$ cat src/rtl/ucie_ctl_rx_flit_assembler_if.sv
// Bus bundle between the RX top / protocol layer and the flit assembler.
// slave  = the assembler (consumes beats, produces flits)
// master = the environment (produces beats, consumes flits)
interface ucie_ctl_rx_flit_assembler_if #(
  parameter int NBYTES = 32,
  parameter int BEATS  = 8,
  parameter int CNT_W  = 16
);
  localparam int IDX_W = $clog2(BEATS);

  logic                     i_state_request;
  logic [NBYTES-1:0]        i_fdi_data;
  logic                     i_fdi_data_valid;
  logic                     i_flit_ready;
  logic [NBYTES*BEATS-1:0]  o_flit_data;
  logic                     o_flit_valid;
  logic                     o_flit_drop;
  logic                     o_partial_flush;
  logic [IDX_W-1:0]         o_beat_idx;
  logic [CNT_W-1:0]         o_flit_count;
  logic                     dbg_assemble;   // 1 while the assembly FSM is in ASSEMBLE

  modport slave (
    input  i_state_request, i_fdi_data, i_fdi_data_valid, i_flit_ready,
    output o_flit_data, o_flit_valid, o_flit_drop, o_partial_flush,
           o_beat_idx, o_flit_count, dbg_assemble
  );

  modport master (
    output i_state_request, i_fdi_data, i_fdi_data_valid, i_flit_ready,
    input  o_flit_data, o_flit_valid, o_flit_drop, o_partial_flush,
           o_beat_idx, o_flit_count, dbg_assemble
  );
endinterface

$ cat src/rtl/ucie_ctl_rx_flit_assembler.sv
// Gathers BEATS FDI beats into one flit and offers it to the protocol layer.
// Handshake: the flit transfers in any cycle where o_flit_valid & i_flit_ready;
// o_flit_data is held stable while valid and not accepted. The FDI side has
// no backpressure: a completed flit that cannot be loaded is dropped.
module ucie_ctl_rx_flit_assembler #(
  parameter int NBYTES = 32,
  parameter int BEATS  = 8,
  parameter int CNT_W  = 16
) (
  input logic                          i_clk,
  input logic                          i_rst,
  ucie_ctl_rx_flit_assembler_if.slave  bus
);
  localparam int IDX_W = $clog2(BEATS);
  localparam int ASM_W = NBYTES * (BEATS - 1);
  localparam logic [IDX_W-1:0] LAST_IDX = IDX_W'(BEATS - 1);

  typedef enum logic {ST_IDLE, ST_ASSEMBLE} state_t;

  state_t                    state_q, state_d;
  logic [ASM_W-1:0]          asm_q;        // slots 0..BEATS-2; last beat goes straight to the output
  logic [NBYTES*BEATS-1:0]   flit_q;
  logic                      flit_valid_q;
  logic                      drop_q;
  logic                      flush_q;
  logic [IDX_W-1:0]          beat_idx_q;
  logic [CNT_W-1:0]          count_q;

  logic take, flush_cond, complete, accept, load;

  // State register.
  always_ff @(posedge i_clk) begin
    if (i_rst) state_q <= ST_IDLE;
    else       state_q <= state_d;
  end

  // Next state: link-active request alone decides the assembly state.
  always_comb begin
    state_d = state_q;
    case (state_q)
      ST_IDLE:      if (bus.i_state_request)  state_d = ST_ASSEMBLE;
      ST_ASSEMBLE:  if (!bus.i_state_request) state_d = ST_IDLE;
      default:      state_d = ST_IDLE;
    endcase
  end

  // FSM outputs and per-cycle decisions; request low overrides a valid beat.
  always_comb begin
    take       = bus.i_state_request & bus.i_fdi_data_valid;
    flush_cond = (state_q == ST_ASSEMBLE) & ~bus.i_state_request & (beat_idx_q != '0);
    complete   = take & (beat_idx_q == LAST_IDX);
    accept     = flit_valid_q & bus.i_flit_ready;
    load       = complete & (~flit_valid_q | bus.i_flit_ready);
  end

  // Beat slot index and assembly storage (contents are not reset; only the index matters).
  always_ff @(posedge i_clk) begin
    if (i_rst) begin
      beat_idx_q <= '0;
    end else if (take) begin
      if (beat_idx_q != LAST_IDX) begin
        asm_q[int'(beat_idx_q)*NBYTES +: NBYTES] <= bus.i_fdi_data;
        beat_idx_q <= beat_idx_q + IDX_W'(1);
      end else begin
        beat_idx_q <= '0;
      end
    end else if (flush_cond) begin
      beat_idx_q <= '0;
    end
  end

  // Output register: load a completed flit when empty or draining this cycle.
  always_ff @(posedge i_clk) begin
    if (i_rst) begin
      flit_q       <= '0;
      flit_valid_q <= 1'b0;
    end else if (load) begin
      flit_q       <= {bus.i_fdi_data, asm_q};
      flit_valid_q <= 1'b1;
    end else if (accept) begin
      flit_valid_q <= 1'b0;
    end
  end

  // One-cycle event pulses for a lost completed flit and a discarded partial flit.
  always_ff @(posedge i_clk) begin
    if (i_rst) begin
      drop_q  <= 1'b0;
      flush_q <= 1'b0;
    end else begin
      drop_q  <= complete & ~load;
      flush_q <= flush_cond;
    end
  end

  // Delivered-flit counter, wraps naturally.
  always_ff @(posedge i_clk) begin
    if (i_rst)       count_q <= '0;
    else if (accept) count_q <= count_q + CNT_W'(1);
  end

  assign bus.o_flit_data     = flit_q;
  assign bus.o_flit_valid    = flit_valid_q;
  assign bus.o_flit_drop     = drop_q;
  assign bus.o_partial_flush = flush_q;
  assign bus.o_beat_idx      = beat_idx_q;
  assign bus.o_flit_count    = count_q;
  assign bus.dbg_assemble    = (state_q == ST_ASSEMBLE);
endmodule
$ cat src/flat_wrapper.sv
// flat-port wrapper written by rule: the top's interface ports become plain ports
module ucie_ctl_rx_flit_assembler_flat 
#(
  parameter int NBYTES = 32,
  parameter int BEATS  = 8,
  parameter int CNT_W  = 16
)
  (i_clk, i_rst, bus_i_state_request, bus_i_fdi_data, bus_i_fdi_data_valid, bus_i_flit_ready, bus_o_flit_data, bus_o_flit_valid, bus_o_flit_drop, bus_o_partial_flush, bus_o_beat_idx, bus_o_flit_count, bus_dbg_assemble);
  ucie_ctl_rx_flit_assembler_if #(.NBYTES(NBYTES), .BEATS(BEATS), .CNT_W(CNT_W)) bus_i ();
  input logic i_clk;
  input logic i_rst;
  input wire logic [$bits(bus_i.i_state_request)-1:0] bus_i_state_request;
  input wire logic [$bits(bus_i.i_fdi_data)-1:0] bus_i_fdi_data;
  input wire logic [$bits(bus_i.i_fdi_data_valid)-1:0] bus_i_fdi_data_valid;
  input wire logic [$bits(bus_i.i_flit_ready)-1:0] bus_i_flit_ready;
  output wire logic [$bits(bus_i.o_flit_data)-1:0] bus_o_flit_data;
  output wire logic [$bits(bus_i.o_flit_valid)-1:0] bus_o_flit_valid;
  output wire logic [$bits(bus_i.o_flit_drop)-1:0] bus_o_flit_drop;
  output wire logic [$bits(bus_i.o_partial_flush)-1:0] bus_o_partial_flush;
  output wire logic [$bits(bus_i.o_beat_idx)-1:0] bus_o_beat_idx;
  output wire logic [$bits(bus_i.o_flit_count)-1:0] bus_o_flit_count;
  output wire logic [$bits(bus_i.dbg_assemble)-1:0] bus_dbg_assemble;
  assign bus_i.i_state_request = bus_i_state_request;
  assign bus_i.i_fdi_data = bus_i_fdi_data;
  assign bus_i.i_fdi_data_valid = bus_i_fdi_data_valid;
  assign bus_i.i_flit_ready = bus_i_flit_ready;
  assign bus_o_flit_data = bus_i.o_flit_data;
  assign bus_o_flit_valid = bus_i.o_flit_valid;
  assign bus_o_flit_drop = bus_i.o_flit_drop;
  assign bus_o_partial_flush = bus_i.o_partial_flush;
  assign bus_o_beat_idx = bus_i.o_beat_idx;
  assign bus_o_flit_count = bus_i.o_flit_count;
  assign bus_dbg_assemble = bus_i.dbg_assemble;
  ucie_ctl_rx_flit_assembler #(.NBYTES(NBYTES), .BEATS(BEATS), .CNT_W(CNT_W)) u_core (.i_clk(i_clk), .i_rst(i_rst), .bus(bus_i));
endmodule
$ cat config.mk
export PLATFORM = sky130hd
export DESIGN_NAME = ucie_ctl_rx_flit_assembler_flat
export DESIGN_NICKNAME = d
export VERILOG_FILES = /design/src/rtl/ucie_ctl_rx_flit_assembler_if.sv /design/src/rtl/ucie_ctl_rx_flit_assembler.sv /design/src/flat_wrapper.sv
export SDC_FILE = /design/constraint.sdc
export NUM_CORES = 1
export LEC_CHECK = 0
export ABC_AREA = 1
export CAP_MARGIN = 20
export CORE_MARGIN = 3
export CORE_UTILIZATION = 53
export DETAILED_ROUTE_END_ITERATION = 8
export PLACE_DENSITY_LB_ADDON = 0.12
export SLEW_MARGIN = 5
export SYNTH_ARGS = -nofsm -noshare
export SYNTH_HDL_FRONTEND = slang
export SYNTH_SLANG_ARGS = --single-unit
$ cat constraint.sdc
create_clock -name i_clk -period 5.85 [get_ports i_clk]
set_input_delay 1.17 -clock i_clk [delete_from_list [all_inputs] [get_ports i_clk]]
set_output_delay 1.17 -clock i_clk [all_outputs]
set_load 0.05 [all_outputs]
Yosys cells after proc, flatten, opt, wreduce, memory -nomap -nowiden. Index checks and enable logic that the tools add are counted.

ROM bits: 0. Bits in writable memories: 0. Word-level logic and storage cells: 38. Output and inout port bits: 279. Memories: 0. Bits in latches: 0. Bits of input ports: 37. Flip-flop bits (word level): 503.

Reduce and logical (&&, ||, !) cells: 4. Bitwise operators: 12. $lt $le $gt $ge: 0. Multipliers: 0. Div/mod/pow operators: 0. Eq/ne operators: 2. Shifts and indexed selects: 2. Add/sub/neg operators: 3. Muxes and demuxes: 7.

Operators with widths (count): bitwise mux 224 bit (1); variable shift 32 x 33 -> 224 bit (first input constant) (1); indexed part select 32 x 33 -> 224 bit (1); negation 8 -> 33 bit (1); adder 16 x 1 -> 16 bit (second input constant) (1); 2-to-1 mux 3 bit (3); bitwise AND 1 bit (7); inverter 1 bit (4); nonzero test 2 bit (2); adder 3 x 1 -> 3 bit (second input constant) (1); == test 3 bit (second input constant) (1); 2-to-1 mux 1 bit (3); inequality test 3 bit (second input constant) (1); AND reduction 3 bit (1); nonzero test 3 bit (1); bitwise OR 1 bit (1).

Logic depth before layout (Yosys ltp). Gate-level depths: netlist (run 1).

Word-level depth: 5. Mapped depth: 11. Gate-level depth less buffers: 8.

Worst setup path before layout (run 1). Ideal clock, no wire load.

Path kind: reg-to-reg. Start: register u_core.beat_idx_q[0] (netlist: u_core.bus.o_beat_idx[0]). End: register u_core.asm_q[160], enable pin. Setup slack: 1.038 ns. Period minus slack after synthesis: 4.812 ns. Buffers on the path: 4. Required time: 5.389 ns. Arrival time: 4.351 ns. Stages on the path, launching flop included: 10. Library setup time: 0.461 ns. Path through: dfxtp_1 inv_2 buf_2 buf_2 ha_1 ha_1 buf_2 or2_1 buf_2 nor3_1.

Longest elaborated chain between the ends: 2.

Ends and longest elaborated chain: from (decl) (line ucie_ctl_rx_flit_assembler.sv:26) `logic [IDX_W-1:0] beat_idx_q;`; from (signal assigned) (line ucie_ctl_rx_flit_assembler.sv:63) `beat_idx_q <= beat_idx_q + IDX_W'(1);`; inequality test 3 bit (line ucie_ctl_rx_flit_assembler.sv:61) `if (beat_idx_q != LAST_IDX) begin`; AND reduction 3 bit (no line); to (signal, indexed assignment) (line ucie_ctl_rx_flit_assembler.sv:62) `asm_q[int'(beat_idx_q)*NBYTES +: NBYTES] <= bus.i_fdi_data;`; to (decl) (line ucie_ctl_rx_flit_assembler.sv:21) `logic [ASM_W-1:0] asm_q;`.

No other way between the ends. A chain may end at the register's enable or synchronous reset.

Worst setup path after layout (run 1).
Start: register u_core.beat_idx_q[0] (netlist: u_core.bus.o_beat_idx[0]). End: output port bus_o_beat_idx[0].

RTL lines: to (decl) (line flat_wrapper.sv:20) `output wire logic [$bits(bus_i.o_beat_idx)-1:0] bus_o_beat_idx;`.

No word-level cell between the ends.

==> results.txt, run 1 <==
The flow ran to the end, and the final reports show no timing, DRC or antenna violations. The cell type of the slowest stage on the worst timing path is sky130_fd_sc_hd__clkdlybuf4s50_1. The number of storage elements in the synthesis netlist came out at between 500 and 600. Summing all flip-flop and latch instances after layout gives ~12,000 sq um. The number of clock sinks seen by CTS came out at roughly 500. Of all flip-flops after synthesis, the portion carrying an async set or reset was 0%.

Global routing used 27.7% of the available tracks across all layers. The number of antenna violations at the first check in global routing came out at 0. At the pin with the least slew margin, the transition time is 1.10 ns. The number of synthesized flops with an enable pin is roughly 220.

The leakage power came out at around 8.0 nW. The routed design has 52,400 microns of wire. The utilization after layout came out at just under 70%. The worst setup path is launched from a flop. The number of design-rule violations left by the first detailed-router iteration is about 1,600. For this run, the number of Yosys warnings is 0.

The setup fix buffers added after clock tree synthesis came out at 0. The mean post-synth cell area is between 9 and 10 sq um. Yosys mapped the design onto 30 distinct sky130hd cell types.

The total inserted antenna cells is 0. Derived from the worst setup path, the maximum achievable clock frequency is between 200 and 300 MHz. The worst hold-check slack came out at around 0.48 ns. The arrival time of the worst setup path came out at 2.51 ns. From bottom edge to top edge, the die measures 192 microns. The path class of the tightest hold or removal check is reg -> reg. The max-slew violation count came out at 0. The share of the synthesized area in the top cell type is between 30% and 40%. Among all flip-flop cells after synthesis, the most frequent one is sky130_fd_sc_hd__dfxtp_1. Using the TritonRoute via totals, the vias-per-cell ratio works out to about 5.5. At the later pin of the worst-skew pair, clock insertion delay measures 0.55 ns. The total area of multi-input combinational cells is 5270 sq um.

The initial core utilization is a little over half. The area of placed instances came out at 21,700 sq um. Yosys instantiated no cell more often than sky130_fd_sc_hd__nor2_1. The via count of the first global-routing pass was between 10,000 and 15,000. The synthesized-area fraction occupied by adder cells came out at less than 1%.

The kind of critical path is reg -> out. The floorplan die width is around 190 microns. The peak per-stage delay on the critical path came out at about 0.95 ns. The floorplan core area is approximately 34,000 sq um.

The number of input and output port buffers inserted came out at 315. The die area came out at between 30,000 and 40,000 sq um. The total number of placement rows came out at 67. The final hold violation count is 0.

In the global route stage, met3 resource usage came out at 7.05%. For this run the aggregate overflow at the end of global routing stands at 0. In the synthesized netlist, the number of instances is 1,884. Once detail routing completed, the nets flagged for antenna violations numbered 0.

The total standard cell area after synthesis is approximately 18,000 sq um. Setup violations remaining at the end of the flow were counted as 0. Entering global routing, the biggest net connects around 160 pins. The critical path goes through buf_4, clkdlybuf4s50_1. The number of max-cap violations is 0.

The wire length of the first global-routing pass is 78,300 microns. The worst setup path is captured at a primary output. The number of H-tree branching levels is 2. The data required time at the worst endpoint came out at approximately 4.7 ns. The worst path needs 3.68 ns of the cycle, external delays included.

The share of the synthesized netlist area taken by xor and xnor gates is 0%. After synthesis, the cell types taking the most area are sky130_fd_sc_hd__edfxtp_1, sky130_fd_sc_hd__dfxtp_1, sky130_fd_sc_hd__nor2_1. The number of optimization iterations in the first detailed-route pass came out at 6. The final period utilization is between 60% and 70%. In the final layout, the share of cells above drive strength 1 is 5.26%. The clock tree root driver cell is sky130_fd_sc_hd__clkbuf_16.

By area, the combinational part of the netlist is dominated by simple AND/OR/NAND/NOR gates. After detailed routing, the number of remaining DRC violations is 0. The wire length per cell after detailed routing is 20.0 microns. Power spread over the standard cell area amounts to ~300 nW/um^2.

The met1 track demand over resource in global routing came out at approximately two fifths. Synthesis produced a netlist with a net count of approximately 1,900. The area growth from synthesis to layout is 26.4%. The number of buffers created by CTS came out at around 50. The synthesized design spends more area on one cell type than any other, namely sky130_fd_sc_hd__edfxtp_1. In this run the worst path has a maximum fanout of 69. The worst vdd rail ir drop came out at between 0.2 and 0.25 mV. After clock tree synthesis, the flow added hold-fix buffers numbering 0. The via count came out at approximately 14,000.

The clock transition at the registers of the reported paths came out at around 0.06 ns. In this run the most used layer during global routing was met2. The share of the Yosys chip area taken by registers is 66.9%.

The CTS tree is yes. The post-cts gate resize count is 0. The longest clock path from root to sink contains 3 buffers. The worst clock skew came out at around 0.0082 ns. Setup repair after global routing left no endpoint under its margin. For met2 alone, demand over resource in global routing was between 40% and 50%. The sum of negative setup slack came out at 0 ns. During I/O placement, the number of pins put on the boundary was 316. After Yosys synthesis, and, or, nand and nor cells account for slightly below 20% of the synthesized area. The net count of the finished layout is 2,173.

Counting instances in the post-synthesis netlist gives the leading cell types as sky130_fd_sc_hd__nor2_1, sky130_fd_sc_hd__dfxtp_1, sky130_fd_sc_hd__o21ai_0, sky130_fd_sc_hd__edfxtp_1, sky130_fd_sc_hd__nand3_1. The tightest slew margin relative to the limit came out at 26.5%. The global placement routability congestion is about 0.84. Counting the fill cells in the layout gives 2,637. The post-synthesis mux area share came out at 0%. The detailed placement HPWL is around 33,000 microns. The synthesized-area fraction occupied by ao, oa, aoi and oai cells is roughly 8.5%. After routing the design area is approximately 23,000 sq um.
## power by group
group / leakage [nW] / switching [W] / internal [W] / total [W]
sequential: 4.32 / 0.00000299 / 0.00366 / 0.00366
clock: 0.774 / 0.00129 / 0.00173 / 0.00302
combinational: 2.87 / 0.000255 / 0.0000748 / 0.000330
total: 7.96 / 0.00154 / 0.00547 / 0.00701
## path summary, 6_finish.rpt
path	from	endpoint	slack, ns	cells after the start
setup / recovery	u_core.bus.o_beat_idx[0]$_SDFFE_PP0P_	bus_o_beat_idx[0]	2.17	2
hold / removal	u_core.bus.o_flit_data[181]$_SDFFE_PP0P_	u_core.bus.o_flit_data[181]$_SDFFE_PP0P_	0.48	2
setup reg to reg	u_core.bus.o_beat_idx[1]$_SDFFE_PP0P_	u_core.asm_q[30]$_DFFE_PP_	2.34	8
hold reg to reg	u_core.bus.o_flit_data[181]$_SDFFE_PP0P_	u_core.bus.o_flit_data[181]$_SDFFE_PP0P_	0.48	2
## state kept, by name, indices dropped and copies added, names as in the netlist
register / flops
u_core.asm_q: 224
u_core.bus.dbg_assemble: 1
u_core.bus.o_beat_idx: 3
u_core.bus.o_flit_count: 16
u_core.bus.o_flit_data: 256
u_core.bus.o_flit_drop: 1
u_core.bus.o_flit_valid: 1
u_core.bus.o_partial_flush: 1
## cells in the final DEF (no fill, tap or decap), types with 2 or more instances in the layout
cell type                         Yosys  layout
sky130_fd_sc_hd__clkbuf_8             0       7
sky130_fd_sc_hd__ha_1                 8       6
sky130_fd_sc_hd__inv_6                0       2
sky130_fd_sc_hd__inv_2                3       3
sky130_fd_sc_hd__clkinv_2             0      13
sky130_fd_sc_hd__nand2_1             34      34
sky130_fd_sc_hd__inv_1               59      58
sky130_fd_sc_hd__nand2_2              2       2
sky130_fd_sc_hd__buf_4               14      15
sky130_fd_sc_hd__clkinv_1             0       3
sky130_fd_sc_hd__o21ai_0            231     231
sky130_fd_sc_hd__nor4_1              63      63
sky130_fd_sc_hd__nor2_4               1       3
sky130_fd_sc_hd__nor2_1             664     662
sky130_fd_sc_hd__clkbuf_1            73      14
sky130_fd_sc_hd__o21ai_1             32      32
sky130_fd_sc_hd__buf_12               0       3
sky130_fd_sc_hd__a21oi_1             44      44
sky130_fd_sc_hd__dfxtp_1            279     278
sky130_fd_sc_hd__edfxtp_1           224     224
sky130_fd_sc_hd__nor3_2               2       7
sky130_fd_sc_hd__clkdlybuf4s50_1      0     315
sky130_fd_sc_hd__nand4_1              3       3
sky130_fd_sc_hd__nand3_1             77      77
sky130_fd_sc_hd__clkbuf_16            0      51
sky130_fd_sc_hd__nor3_1              10       5
## cell type report
class	instances	area share, %
flip-flops and latches	503	52.9
multi-input cells	1178	22.6
repair buffers	333	14.3
clock buffers	72	6.13
well taps	448	2.41
inverters	63	1.07
clock inverters	19	0.522
## stage by stage
stage               power, W  instances  worst slack [ns]
global route         0.00720       2616              2.11
global placement     0.00405       2523              1.90
floorplan            0.00393       1884              1.04
CTS                  0.00703       2615              2.20
detailed placement   0.00406       2524              1.87
finish               0.00701       2616              2.17
## cells by family after synthesis
| kind of cell | count (synthesis) |
|---|---|
| flops | 503 |
| simple gates | 860 |
| compound gates | 310 |
| fa+ha+maj | 8 |
| buf+inv | 203 |
## per-layer routing
| metal | vias to the layer above | routed length (microns) |
|---|---|---|
| met5 | - | 0 |
| met4 | 0 | 1630 |
| met3 | 90 | 5670 |
| met2 | 744 | 23200 |
| met1 | 6826 | 21900 |
| li1 | 6804 | - |
## worst max-delay path, delay by kind of cell, from the launching register on
| kind | cells | cell delay [ns] |
|---|---|---|
| buffers and inverters | 2 | 1.57 |
| flip-flops | 1 | 0.35 |
Power figures use the tool's default switching activity.
==> inputs of run 2 (changes only) <==
==> constraint.sdc (replaced) <==
create_clock -name i_clk -period 3.7 [get_ports i_clk]
set_input_delay 0.74 -clock i_clk [delete_from_list [all_inputs] [get_ports i_clk]]
set_output_delay 0.74 -clock i_clk [all_outputs]
set_load 0.05 [all_outputs]
==> results.txt, run 2 (same netlist as run 1, synthesis figures left out) <==
The floorplan die width came out at a little under 200 microns. The floorplan step set the die height to between 150 and 200 microns. The detailed router finished its first iteration with around 1,500 violations. Derived from the worst setup path, the maximum achievable clock frequency is 339 MHz. The post-cts gate resize count came out at 0. Traced cell by cell, the critical path runs through buf_4, clkdlybuf4s50_1. Hold repair after CTS inserted 0 buffers.

The worst-case IR drop observed on VDD is ~0.35 mV. The critical path in this run is classified as reg -> out. Clock-pin slew was measured on the worst setup and hold paths at roughly 0.06 ns.

Between clock sinks in the finished design, the worst skew comes to about 0.015 ns. The worst setup slack after placement came out at 0.578 ns. In the layout the commonest cells are sky130_fd_sc_hd__nor2_1, sky130_fd_sc_hd__clkdlybuf4s50_1, sky130_fd_sc_hd__dfxtp_1. In the routed design, unresolved DRC markers number 0. The die area is about 37,000 sq um.

Max-cap violations in this run came to 0. The top-level port count is around 320. The CTS tree is yes. The cell type of the slowest stage on the worst timing path is sky130_fd_sc_hd__clkdlybuf4s50_1. The number of optimization iterations in the first detailed-route pass is 6. The type of element capturing the critical path is a primary output.

The final period utilization is 79.8%. The wire length per cell after detailed routing came out at around 20 microns. The global placement routability congestion came out at 0.821.

The number of setup violations in the final report is 0. The number of buffers and inverters on the critical path came out at 2. Detailed routing inserted a total of between 10,000 and 15,000 vias. The max-slew violation count came out at 0. The initial core utilization is a little over half. The area growth from synthesis to layout came out at 27.6%. The floorplan core area is about 34,000 sq um. The count of placed standard cells including taps is roughly 2,500.

The tree is rooted in a sky130_fd_sc_hd__clkbuf_16. The power density normalized to cell area is slightly below 500 nW/um^2. The later pin in the worst-skew pair is clocked with a latency of 0.56 ns.

The first global-routing pass estimated roughly 80,000 microns of wire. Summing all placed instances gives a cell area of about 22,000 sq um. The via count of the first global-routing pass is 13,698. Setup repair after global routing left no endpoint under its margin. Buffers inserted during clock tree synthesis total 49. The total number of placement rows came out at 67. The arrival time of the worst setup path is ~2.2 ns. For the pin with the worst max-slew slack, the measured transition is roughly 1.4 ns.

The share of layout cells above drive strength 1 is under 10%. The total inserted antenna cells is 0. The via density per instance came out at roughly 5.5. The number of nets at the end of the flow is roughly 2,200. The number of clock sinks seen by CTS is 503. The final cell count without fillers is roughly 2,600. The peak per-stage delay on the critical path came out at 0.89 ns.

The cell area after layout is about 23,000 sq um. The leakage power is approximately 8 nW. The library cell used most frequently in the layout, excluding fill and tap cells, is sky130_fd_sc_hd__nor2_1.

The run finished with clean final reports. For this run the aggregate overflow at the end of global routing stands at 0. The number of flip-flops in the largest register is between 200 and 300. The setup fix buffers added after clock tree synthesis came out at 0.

In this run the register-to-register setup slack is approximately 0.89 ns. The number of input and output port buffers inserted is between 300 and 400. The largest driver fanout on the critical path came out at 26.

The routed design could run at a clock period as short as roughly 3.0 ns. Across every metal layer, demand over resource in global routing totals 27.5%. The count of antenna-violating nets left after detailed routing is 0.

The maximum clock path buffer count is 3. The data required time at the worst endpoint is 2.96 ns. The worst pin sits at a relative slew slack of 5.09%. The detailed placement HPWL came out at around 33,000 microns. Summed over all failing endpoints, the final setup total negative slack is 0 ns. The largest net degree at the start of global routing came out at 273.

The category of cells accounting for the largest share of critical-path delay is buffers and inverters. The number of antenna violations at the first check in global routing came out at 1. The class of the tightest hold or removal check is reg -> reg.

The aggregate routed wire length came out at roughly 52,000 microns. STA classifies the critical path startpoint as a flop. The post-layout worst setup margin is approximately 0.75 ns. The number of H-tree branching levels is 2. The final hold violation count is 0.
==> run 2: changes by cell type in the layout (fill, tap and decap cells not counted), sizes merged <==
cell,before,now
buf,18,24
bufinv,1,6
clkbuf,72,66
clkinv,16,15
clkinvlp,0,3
==> run 2: area by class of cell <==
| type | count | area, sq um |
|---|---|---|
| multi-input combinational | 1178 | 5300 |
| clock buffer | 66 | 1350 |
| clock inverter | 26 | 288 |
| sequential | 503 | 12300 |
| timing repair buffer | 339 | 3410 |
| tap | 448 | 561 |
| inverter | 63 | 249 |
| fill | 2673 | 10400 |
==> run 2: worst min-delay path, delay by kind of cell, from the launching register on <==
| family | cells | cell delay, ns |
|---|---|---|
| flops | 1 | 0.32 |
| simple gates | 2 | 0.12 |
==> run 2: worst paths after layout <==
check	start	endpoint	cells after the start
min reg2reg	u_core.bus.o_flit_data[192]$_SDFFE_PP0P_	u_core.bus.o_flit_data[192]$_SDFFE_PP0P_	2
max	u_core.bus.o_beat_idx[0]$_SDFFE_PP0P_	bus_o_beat_idx[0]	2
min	u_core.bus.o_flit_data[192]$_SDFFE_PP0P_	u_core.bus.o_flit_data[192]$_SDFFE_PP0P_	2
max reg2reg	u_core.bus.o_beat_idx[1]$_SDFFE_PP0P_	u_core.asm_q[194]$_DFFE_PP_	7
==> run 2: where the power goes <==
part / switching, W / internal, W / leakage, nW
sequential: 0.00000510 / 0.00579 / 4.32
clock: 0.00208 / 0.00299 / 0.802
combinational: 0.000394 / 0.000120 / 2.97
==> run 2: per-stage QoR <==
step                total power (W)  util [%]  hold WS, ns
floorplan                   0.00622         -        0.458
global placement            0.00641      64.5        0.463
detailed placement          0.00642      64.5        0.471
CTS                          0.0114      69.3        0.486
global route                 0.0117      69.3        0.499
finish                       0.0114      69.3        0.480
==> run 2: metal layers <==
metal  global-route usage [%]  wire length (microns)
met5                        0                     13
met4                     9.41                   1600
met3                     7.59                   5480
met2                     42.1                  23400
met1                     37.9                  21000
==> inputs of run 3 (changes only) <==
==> constraint.sdc (replaced) <==
create_clock -name i_clk -period 3.1 [get_ports i_clk]
set_input_delay 0.62 -clock i_clk [delete_from_list [all_inputs] [get_ports i_clk]]
set_output_delay 0.62 -clock i_clk [all_outputs]
set_load 0.05 [all_outputs]
==> results.txt, run 3 (same netlist as run 1, synthesis figures left out) <==
The run finished with clean final reports. The leakage power is slightly above 8 nW. After clock tree synthesis, the repair step resized 0 gates. The library cell used most frequently in the layout, excluding fill and tap cells, is sky130_fd_sc_hd__nor2_1.

The count of antenna-violating nets left after detailed routing came out at 0. The worst vdd rail ir drop is between 0.4 and 0.5 mV. Data on the critical path arrives at its endpoint at 2.82 ns. The number of clock sinks seen by CTS is around 500.

The floorplan has 67 rows. The aggregate routed wire length is around 52,000 microns. In the routed layout, each cell is associated on average with a via count of between 5 and 6. After floorplanning, the core was sized to cover approximately 34,000 sq um.

Leaving out fill and tap cells, the most frequent cells in the layout are sky130_fd_sc_hd__nor2_1, sky130_fd_sc_hd__clkdlybuf4s50_1, sky130_fd_sc_hd__dfxtp_1. The time the worst path needs with I/O delays and setup came out at 2.57 ns. The utilization after layout is a little under 70%. The tightest min-delay check is of the reg -> reg type. The remaining routing DRC violations is 0. The number of H-tree branching levels is 2. The number of buffers created by CTS came out at 49. In the final layout, the share of cells above drive strength 1 is under 10%. The floorplan die height is between 150 and 200 microns.

The floorplan die width came out at 192 microns. The clock transition at the registers of the reported paths came out at 0.06 ns. The critical path is of the reg -> reg type.

The power density normalized to cell area came out at ~560 nW/um^2. In this design, the critical path's most frequently occurring cell is sky130_fd_sc_hd__inv_1. The peak per-stage delay on the critical path came out at 0.68 ns. Buffers inserted to repair hold after CTS numbered 0. At the pin with the least slew margin, the transition time is 1.26 ns. The wire length of the first global-routing pass came out at around 79,000 microns.

The cell family contributing the most delay on the critical path is buffers and inverters. The cell type of the slowest stage on the worst timing path is sky130_fd_sc_hd__ha_2. For this configuration, the core starts out at a cell density of between 50% and 60%. The tree is rooted in a sky130_fd_sc_hd__clkbuf_16. The number of setup violations in the final report came out at 0.

The global-route usage over all layers came out at 27.8%. The number of buffers and inverters on the critical path came out at 3. The final hold violation count is 0.

The worst clock skew came out at 0.0237 ns. The worst setup path is launched from a flop. Setup repair after global routing left no endpoint under its margin. The top-level port count came out at approximately 320.

The detailed placement HPWL is 33,800 microns. The die area came out at 37,000 sq um. STA classifies the critical path endpoint as a flop.

Input and output buffers added on the ports amount to ~320. The number of antenna violations at the first check in global routing came out at 0. The post-layout worst setup margin came out at around 0.53 ns. TritonCTS built the clock tree.

After layout, the worst path uses 82.9% of the clock period. The sum of negative setup slack came out at 0 ns. The setup fix buffers added after clock tree synthesis came out at 0. The maximum clock path buffer count came out at 3. Traced cell by cell, the critical path runs through inv_1, ha_2, inv_1, nand2_2, buf_4, nor4_1.

The number of max-cap violations is 0. The number of flip-flops in the largest register came out at 256. The via count came out at 14,591. The source-to-sink clock delay at the later pin of the worst-skew pair is about 0.56 ns. The overall overflow remaining after global route came out at 0. The number of nets at the end of the flow is 2,189.

The pre-antenna-repair detailed-routing pass consisted of 5 iterations. The total inserted antenna cells came out at 0. The area growth from synthesis to layout is 28.0%.

The largest driver fanout on the critical path came out at 64. At the worst endpoint, the required time is between 3 and 4 ns. The largest net degree at the start of global routing came out at around 270. At the placement stage, the worst setup path has a slack of ~0.33 ns.

The number of design-rule violations left by the first detailed-router iteration is 1,682. The via count of the first global-routing pass was about 14,000. Routability-driven placement finished with a final weighted congestion of slightly above 0.8.

The highest clock frequency the design can meet came out at a little under 400 MHz. Headroom to the max-slew limit came out at between 10% and 20%. After detailed routing, the average wire length per cell comes to between 15 and 20 microns. The max-slew violation count came to 0.
run 3: changes by cell type in the layout (fill, tap and decap cells not counted), sizes merged:
cell	before	now
buf	24	34
bufinv	6	3
clkinv	15	22
clkinvlp	3	0
inv	65	64
run 3: path summary, 6_finish.rpt:
check | start | endpoint | slack (ns) | depth (start not counted)
worst max-delay path | u_core.bus.o_beat_idx[1]$_SDFFE_PP0P_ | u_core.asm_q[152]$_DFFE_PP_ | 0.53 | 6
worst min register to register | u_core.bus.o_flit_data[15]$_SDFFE_PP0P_ | u_core.bus.o_flit_data[15]$_SDFFE_PP0P_ | 0.48 | 2
worst max register to register | u_core.bus.o_beat_idx[1]$_SDFFE_PP0P_ | u_core.asm_q[152]$_DFFE_PP_ | 0.53 | 6
worst min-delay path | u_core.bus.o_flit_data[15]$_SDFFE_PP0P_ | u_core.bus.o_flit_data[15]$_SDFFE_PP0P_ | 0.48 | 2
run 3: cell type report:
cell class	instances	area [sq um]
well taps	448	561
fillers	2574	10300
multi-input cells	1178	5300
flip-flops and latches	503	12300
clock buffers	66	1360
clock inverters	26	193
inverters	63	249
repair buffers	349	3570
run 3: layer usage:
metal / share of wire [%] / up-vias / track usage, %
met2: 45 / 665 / 43.2
met5: 0 / - / 0
li1: - / 6831 / -
met3: 10 / 88 / 7.50
met4: 2.7 / 0 / 7.48
met1: 42 / 7007 / 38.8
run 3: stage by stage:
stage               hold slack [ns]  std cells  cell area, sq um  power, W
detailed placement            0.470       2541             22000   0.00766
CTS                           0.485       2633             23600    0.0133
global placement              0.463       2541             22000   0.00765
floorplan                     0.458       1884             18500   0.00743
global route                  0.503       2633             23600    0.0137
finish                        0.482       2633             23600    0.0133
run 3: tightest hold or removal path, stage by stage, from the launching register on:
cell and delay, ns:
sky130_fd_sc_hd__dfxtp_1 0.32, sky130_fd_sc_hd__nor2_1 0.05, sky130_fd_sc_hd__nor2_1 0.08
run 3: power breakdown:
group / leakage, nW / switching [W] / internal (W) / total [W]
registers: 4.32 / 0.00000829 / 0.00691 / 0.00691
logic: 3.04 / 0.000471 / 0.000151 / 0.000622
clock network: 0.767 / 0.00244 / 0.00333 / 0.00577
total: 8.13 / 0.00292 / 0.0104 / 0.0133
